[src/rtl/wts_pkg.sv]
// wts_pkg: shared widths, channel count default and FSM encoding for the channel mixer.
package wts_pkg;
    localparam int CH_NUM_DEF = 5;
    localparam int WAVE_W     = 8;
    localparam int VOL_W      = 4;
    localparam int PROD_W     = 12;
    localparam int ACC_W      = 15;
    localparam int OUT_W      = 16;
    typedef enum logic {IDLE = 1'b0, ACC = 1'b1} state_t;
endpackage

[src/rtl/wts_volume_multiplier.sv]
// wts_volume_multiplier: combinational signed wave sample x unsigned volume.
// Ports: wave (signed sample), volume (unsigned gain), product (exact signed result).
module wts_volume_multiplier
    import wts_pkg::*;
(
    input  logic [WAVE_W-1:0] wave,
    input  logic [VOL_W-1:0]  volume,
    output logic [PROD_W-1:0] product
);
    // A zero bit is prepended so the volume stays non-negative in the signed multiply;
    // the full result range (-1920..1905) fits exactly in the low PROD_W bits.
    logic signed [WAVE_W+VOL_W:0] full;
    assign full    = $signed(wave) * $signed({1'b0, volume});
    assign product = full[PROD_W-1:0];
endmodule

[src/rtl/wts_channel_mixer.sv]
// wts_channel_mixer: sums volume-scaled wave RAM samples of all channel slots in a frame.
// Ports: clk/reset (sync, active high); slot_* sequencer inputs with per-slot wave_address,
// ch_volume and ch_enable; ram_address/ram_rdata to the wave RAM (1-cycle read latency);
// sample_out (held mixed result) with a one-cycle sample_valid pulse.
module wts_channel_mixer
    import wts_pkg::*;
#(
    parameter int CH_NUM = CH_NUM_DEF
)(
    input  logic              clk,
    input  logic              reset,
    input  logic              slot_valid,
    input  logic [2:0]        slot_channel,
    input  logic              slot_last,
    input  logic [6:0]        wave_address,
    input  logic [VOL_W-1:0]  ch_volume,
    input  logic [CH_NUM-1:0] ch_enable,
    output logic [9:0]        ram_address,
    input  logic [WAVE_W-1:0] ram_rdata,
    output logic [OUT_W-1:0]  sample_out,
    output logic              sample_valid
);
    // Zero-padded to 8 so channel indices at or above CH_NUM read as disabled.
    logic [7:0]               en_ext;
    logic                     v0, l0, en0, v1, l1, en1;
    logic [VOL_W-1:0]         vol0, vol1;
    logic [PROD_W-1:0]        product, prod_g;
    logic signed [ACC_W-1:0]  acc, acc_n, base, sum;
    logic [OUT_W-1:0]         out_n;
    logic                     sv_n;
    state_t                   state, state_n;

    assign en_ext = 8'(ch_enable);

    // ram_rdata arrives while the stage-1 control is held, so the product is formed
    // combinationally and folded into the accumulator on the same edge.
    wts_volume_multiplier u_mul (
        .wave    (ram_rdata),
        .volume  (vol1),
        .product (product)
    );

    always_ff @(posedge clk) begin
        if (reset) begin
            ram_address  <= '0;
            v0           <= 1'b0;
            l0           <= 1'b0;
            en0          <= 1'b0;
            vol0         <= '0;
            v1           <= 1'b0;
            l1           <= 1'b0;
            en1          <= 1'b0;
            vol1         <= '0;
            acc          <= '0;
            state        <= IDLE;
            sample_out   <= '0;
            sample_valid <= 1'b0;
        end else begin
            ram_address  <= {slot_channel, wave_address};
            v0           <= slot_valid;
            l0           <= slot_valid & slot_last;
            en0          <= en_ext[slot_channel];
            vol0         <= ch_volume;
            v1           <= v0;
            l1           <= l0;
            en1          <= en0;
            vol1         <= vol0;
            acc          <= acc_n;
            state        <= state_n;
            sample_out   <= out_n;
            sample_valid <= sv_n;
        end
    end

    always_comb begin
        prod_g  = en1 ? product : '0;
        base    = (state == ACC) ? acc : '0;
        sum     = base + {{(ACC_W-PROD_W){prod_g[PROD_W-1]}}, prod_g};
        state_n = state;
        acc_n   = acc;
        out_n   = sample_out;
        sv_n    = 1'b0;
        if (v1) begin
            if (l1) begin
                out_n   = {sum[ACC_W-1], sum};
                sv_n    = 1'b1;
                state_n = IDLE;
            end else begin
                acc_n   = sum;
                state_n = ACC;
            end
        end
    end
endmodule
[config.mk]
export PLATFORM = sky130hd
export DESIGN_NAME = wts_channel_mixer
export DESIGN_NICKNAME = d
export VERILOG_FILES = /design/src/rtl/wts_pkg.sv /design/src/rtl/wts_volume_multiplier.sv /design/src/rtl/wts_channel_mixer.sv
export SDC_FILE = /design/constraint.sdc
export NUM_CORES = 1
export LEC_CHECK = 0
export ABC_AREA = 1
export CORE_MARGIN = 5
export CORE_UTILIZATION = 56
export DETAILED_ROUTE_END_ITERATION = 10
export PLACE_DENSITY = 0.81
export SYNTH_ARGS = -nofsm -noshare
export SYNTH_HDL_FRONTEND = slang
export SYNTH_HIERARCHICAL = 1
export SYNTH_SLANG_ARGS = --single-unit
[constraint.sdc]
create_clock -name clk -period 5.9 [get_ports clk]
set_input_delay 1.18 -clock clk [delete_from_list [all_inputs] [get_ports clk]]
set_output_delay 1.18 -clock clk [all_outputs]
set_load 0.005 [all_outputs]
==> results of run 1 <==
==> stage by stage <==
stage / setup WS, ns / hold slack [ns] / util / cell area (um2) / power [mW]
floorplan: 1.161 / 0.3883 / - / 4273 / 0.4841
global placement: 0.3756 / 0.3894 / 0.6670 / 4890 / 0.5268
detailed placement: 0.2385 / 0.4001 / 0.6670 / 4890 / 0.5302
CTS: 0.5768 / 0.4134 / 0.6842 / 5016 / 0.7939
global route: 0.1088 / 0.4311 / 0.6842 / 5016 / 0.8294
finish: 0.5482 / 0.4078 / 0.6842 / 5016 / 0.7896
==> logic make-up after synthesis <==
family / Yosys count / synth area share
simple gates: 307 / 0.2981
buf+inv: 189 / 0.1728
flops: 56 / 0.2624
fa+ha+maj: 52 / 0.1821
compound gates: 41 / 0.05593
xor+xnor: 14 / 0.02870
==> critical path, delay by kind of cell <==
family	cells	cell delay, ns
adders and majority gates	5	1.96
and+or+nand+nor	17	1.25
buffers and inverters	8	0.99
AOI/OAI and AO/OA	1	0.17
==> routing by layer <==
layer / vias to the layer above / GRT usage / wire length, um
li1: 2026 / - / -
met1: 1791 / 0.2424 / 4074
met2: 98 / 0.3747 / 4546
met3: 10 / 0.03230 / 426
met4: 0 / 0.05218 / 110
met5: - / 0 / 0
==> worst max-delay path by stage <==
stage | startpoint | to | cells after the start
after floorplan | ram_rdata[4] | acc[13] | 29
after global placement | ram_rdata[7] | sample_out[14] | 28
after detailed placement | ram_rdata[3] | acc[13] | 31
after CTS | ram_rdata[7] | acc[13] | 29
after global routing | ram_rdata[7] | acc[13] | 29
final | ram_rdata[3] | acc[13] | 31
==> registers in the layout, indices dropped and copies added, names as in the netlist <==
register and count:
ram_address 10, en1 1, v1 1, l1 1
sample_out 15, sample_valid 1, vol0 4, state 1
en0 1, vol1 4, acc 15, l0 1
v0 1
==> cells in the final DEF, fill, tap and decap left out, types with 7 or more instances in the layout <==
cell / n
clkdlybuf4s50_1: 57
nor2_1: 63
o21ai_0: 12
dfxtp_1: 56
a21oi_1: 14
xor2_1: 9
ha_1: 35
nand2_1: 194
nand2_2: 7
nand3_1: 28
clkbuf_8: 7
fa_1: 17
inv_1: 169
==> cell type report <==
type | instances | area (um2) | area share
multi-input cells | 414 | 2414 | 0.4812
flip-flops and latches | 56 | 1121 | 0.2235
inverters | 174 | 653.1 | 0.1302
repair buffers | 58 | 578.1 | 0.1152
well taps | 99 | 123.9 | 0.02469
clock buffers | 7 | 96.34 | 0.01921
clock inverters | 1 | 30.03 | 0.005987
==> where the power goes <==
group	total [mW]	switching, mW	internal, mW
registers	0.401	0.00934	0.391
logic	0.121	0.0646	0.0563
clock network	0.268	0.118	0.150
total	0.790	0.192	0.597
==> reports/metrics.csv, run 1 <==
metric,value,unit
Main synth FF type,dfxtp_1,
port bufs,57,
DIE AREA,0.009477,mm2
PostCTS Resize Cnt,0,
outcome,completed,
Ys Warns,6,
Post-CTS Setup Inserts,0,
Hold EP,vol1[3],
Final Max Slew Viols,0,
DR DRC count,0,
crit path kind,primary input to flip-flop,
post-synthesis sequential area ratio,0.2624,
Worst Hold Launch,vol0[3],
Hold/Removal Path Class,flip-flop to flip-flop,
clock latency on the worst-skew pair,0.30,ns
ANT cells,0,
clk slew on worst S/H paths,0.09,ns
most common library cells after synthesis,"194 x nand2_1, 169 x inv_1, 63 x nor2_1",
H-tree levels,2,
vias in the first global route,3938,
Fmax,186.9,MHz
via count,3925,
Final setup violation count,0,
clk buf depth,2,
maximum vdd drop,0.2024,mV
hold path cells,2,
Core Area,0.007331,mm2
Overall Global Routing Usage,0.2024,
total grt overflow,0,
area share of the largest cell type after synthesis,0.2624,
remaining antenna violation count after routing,0,
most frequent cell on the critical path,nand2_1,
Die X,97.35,um
post-synthesis cell type count,33,
Routed WL,9157,um
endpoints failing hold,0,
post-route insts no fill,809,
height of the chip,97.35,um
antenna violations before repair,0,
Inst Count DP,801,
clk sinks,56,
worst r2r src,vol1[3],
CP arrival,5.56,ns
final critical-path required period,5.352,ns
startpoint types,primary input,
largest net degree at the start of global routing,28,
Final nets,792,
setup TNS,0,ns
Vias/cell,4.852,
Layout fillers,643,
Final period util,0.9071,
first-pass GRT wire length,16460,um
iteration-0 DRC count of the detailed router,207,
DRT Pass-1 Iters,5,
num rows,31,
"EDFF count, synth",0,
"flops & latches, synth",56,
most numerous cell in the Yosys netlist,nand2_1,
Reg2Reg Setup Slack,1.42,ns
maxcap violations,0,
Post-CTS Hold Fix Bufs,0,
Gate Count Post-Synth,659,
I/O pin count,58,
pwr/cell area,157.4,mW/mm2
share of layout cells above drive strength 1,0.04507,
worst-path fanout max,5,
critical path's slowest cell,fa_1,
measured slew at the worst slew-check pin,0.9374,ns
Root Buffer,clkbuf_8,
Async SR Flop Fraction,0,
Initial Util,0.5829,
synthesized area per cell,6.484,um2
top post-synthesis cells by area,"dfxtp_1 26%, nand2_1 17%, inv_1 15%",
Critical Path End Type,flip-flop,
leading area contributor after synthesis,dfxtp_1,
Wirelength per Cell,11.32,um
mapped cell area,0.004273,mm2
TritonCTS clock tree,yes,
Rel. slew slack,0.3744,
Layout Skew,0.005496,ns
Worst EP required,6.11,ns
RSZ-0062 raised after global routing,false,
worst reg-to-reg path cell count,30,
cts bufs inserted,5,
delay of the slowest cell on the worst path,0.55,ns
RR Endpoint,acc[13],
detailed placement HPWL,7507,um
Leakage,3.144,nW
syn_nets,742,
GPL Wtd Cong,0.9355,
P&R area growth vs syn,17.39,%
(Power assumes the default switching activity.)
==> inputs of run 2 (changes only) <==
--- a/config.mk
+++ b/config.mk
@@ -10,6 +10,7 @@
 export CORE_UTILIZATION = 56
 export DETAILED_ROUTE_END_ITERATION = 10
 export PLACE_DENSITY = 0.81
+export SETUP_SLACK_MARGIN = 0.4
 export SYNTH_ARGS = -nofsm -noshare
 export SYNTH_HDL_FRONTEND = slang
 export SYNTH_HIERARCHICAL = 1
==> run 2 against run 1 <==
  * Sequential cell count stayed put
  * Combinational power is 5% higher
  * Sequential power is essentially flat
  * Highest routed layer unchanged
  * Die area unchanged
  * Wire length increased by 3.7%
  * Register-to-register slack improved by 0.08 ns
  * Clock skew increased by 0.00054 ns
  * Design area grew 2.0%
==> reports/metrics.csv, run 2 (synthesized netlist as in run 1, its figures left out) <==
metric,value,unit,change
detailed placement HPWL,7507,um,unchanged
Final period util,0.8894,,-0.01773
RR Endpoint,acc[13],,
Leakage,3.153,nW,+0.28%
Inst Count DP,801,,unchanged
worst reg-to-reg path cell count,25,,-17%
height of the chip,97.35,um,unchanged
most frequent cell on the critical path,nand2_1,,
"commonest non-fill, non-tap cells in the layout","194 x nand2_1, 168 x inv_1, 62 x nor2_1",,
iteration-0 DRC count of the detailed router,198,,-4.3%
num rows,31,,unchanged
Initial Util,0.5829,,unchanged
total chip power,0.7950,mW,+0.69%
PostCTS Resize Cnt,0,,unchanged
Layout fillers,624,,-3.0%
delay of the slowest cell on the worst path,0.55,ns,about the same
ANT cells,0,,unchanged
Post-CTS Setup Inserts,0,,unchanged
Die X,97.35,um,unchanged
post-route insts no fill,809,,unchanged
fin util,0.6977,,+0.01348
biggest regs,"acc (15), sample_out (15), ram_address (10)",,
Final setup violation count,0,,unchanged
TritonCTS clock tree,yes,,
clk slew on worst S/H paths,0.09,ns,about the same
Setup crit start,ram_rdata[3],,
via count,3947,,+0.56%
Vias/cell,4.879,,+0.56%
I/O pin count,58,,unchanged
clk sinks,56,,unchanged
RSZ-0062 raised after global routing,true,,
H-tree levels,2,,unchanged
Final nets,792,,unchanged
crit path kind,primary input to flip-flop,,
Worst Hold Launch,vol0[3],,
outcome,completed,,
GR Util met3,0.03230,,unchanged
Reg2Reg Setup Slack,1.50,ns,+0.08 ns
cts bufs inserted,5,,unchanged
maximum vdd drop,0.2027,mV,+0.19%
met2 Usage GRT,0.3747,,unchanged
met1 GRT Util,0.2424,,unchanged
final critical-path required period,5.247,ns,-0.1046 ns
vias in the first global route,3938,,unchanged
"commonest non-fill, non-tap cell in the layout",nand2_1,,
Critical Path End Type,flip-flop,,
DIE AREA,0.009477,mm2,unchanged
DRT Pass-1 Iters,5,,unchanged
endpoints failing hold,0,,unchanged
Core Area,0.007331,mm2,unchanged
Rel. slew slack,0.3770,,+0.002597
worst-path fanout max,5,,unchanged
hold path cells,2,,unchanged
antenna violations before repair,0,,unchanged
clk buf depth,2,,unchanged
Routed WL,9498,um,+3.7%
Root Buffer,clkbuf_8,,
worst r2r src,vol1[2],,
startpoint types,primary input,,
Hold Slack,0.4077,ns,-0.0001770 ns
Overall Global Routing Usage,0.2024,,unchanged
share of layout cells above drive strength 1,0.06197,,+0.01690
P&R area growth vs syn,19.71,%,
port bufs,57,,unchanged
measured slew at the worst slew-check pin,0.9335,ns,-0.003890 ns
pwr/cell area,155.4,mW/mm2,-1.3%
Post-CTS Hold Fix Bufs,0,,unchanged
Hold EP,vol1[3],,
Final Max Slew Viols,0,,unchanged
Hold/Removal Path Class,flip-flop to flip-flop,,
Wirelength per Cell,11.74,um,+3.7%
first-pass GRT wire length,16460,um,unchanged
remaining antenna violation count after routing,0,,unchanged
clock latency on the worst-skew pair,0.30,ns,about the same
GRT Max-Usage Layer,met2,,
critical path's slowest cell,fa_1,,
largest net degree at the start of global routing,28,,unchanged
CP arrival,5.46,ns,-0.10 ns
total grt overflow,0,,unchanged
DR DRC count,0,,unchanged
maxcap violations,0,,unchanged
Fmax,190.6,MHz,+2.0%
Layout Skew,0.006033,ns,+0.0005364 ns
GPL Wtd Cong,0.9355,,unchanged
setup TNS,0,ns,unchanged
Worst EP required,6.11,ns,about the same
-- run 2: cell types whose count changed in the layout (fill, tap and decap cells not counted) --
| cell | previous run | this run |
|---|---|---|
| nor2_1 | 63 | 62 |
| nor2_2 | 4 | 5 |
| inv_2 | 5 | 6 |
| clkdlybuf4s50_1 | 57 | 54 |
| dlymetal6s2s_1 | 0 | 3 |
| a21oi_1 | 14 | 11 |
| ha_1 | 35 | 28 |
| inv_1 | 169 | 168 |
| ha_4 | 0 | 6 |
| ha_2 | 0 | 1 |
| a21oi_2 | 2 | 5 |
-- run 2: critical path, delay by kind of cell --
| family | cells | cell delay, ns |
|---|---|---|
| buffers and inverters | 8 | 1.01 |
| adder cells (fa/ha/maj) | 5 | 1.90 |
| AND/OR/NAND/NOR | 17 | 1.36 |
-- run 2: final cells by class --
| class | instances | area [um2] | share of cell area |
|---|---|---|---|
| multi-input cells | 414 | 2505 | 0.4897 |
| clock buffers | 7 | 96.34 | 0.01884 |
| flip-flops and latches | 56 | 1121 | 0.2192 |
| clock inverters | 1 | 30.03 | 0.005871 |
| well taps | 99 | 123.9 | 0.02422 |
| repair buffers | 58 | 585.6 | 0.1145 |
| inverters | 174 | 653.1 | 0.1277 |
-- run 2: routing by layer --
layer / wire (um) / up-vias / share of wire
met1: 4065 / 1790 / 0.43
met4: 172 / 0 / 0.018
met5: 0 / - / 0
met3: 545 / 20 / 0.057
li1: - / 2019 / -
met2: 4715 / 118 / 0.50
-- run 2: metrics by stage --
| step | area, um2 | worst slack [ns] |
|---|---|---|
| finish | 5115 | 0.6528 |
| global route | 5115 | 0.3240 |
| CTS | 5016 | 0.5768 |
| detailed placement | 4890 | 0.2385 |
| global placement | 4890 | 0.3756 |
| floorplan | 4273 | 1.161 |
-- run 2: worst max-delay path by stage --
stage,endpoint
after floorplan,acc[13]
after global placement,sample_out[14]
after detailed placement,acc[13]
after CTS,acc[13]
after global routing,acc[13]
final,acc[13]
-- run 2: report_power, final --
part / total (mW) / internal, mW / switching (mW)
registers: 0.401 / 0.391 / 0.00939
clock network: 0.268 / 0.150 / 0.118
logic: 0.127 / 0.0596 / 0.0670
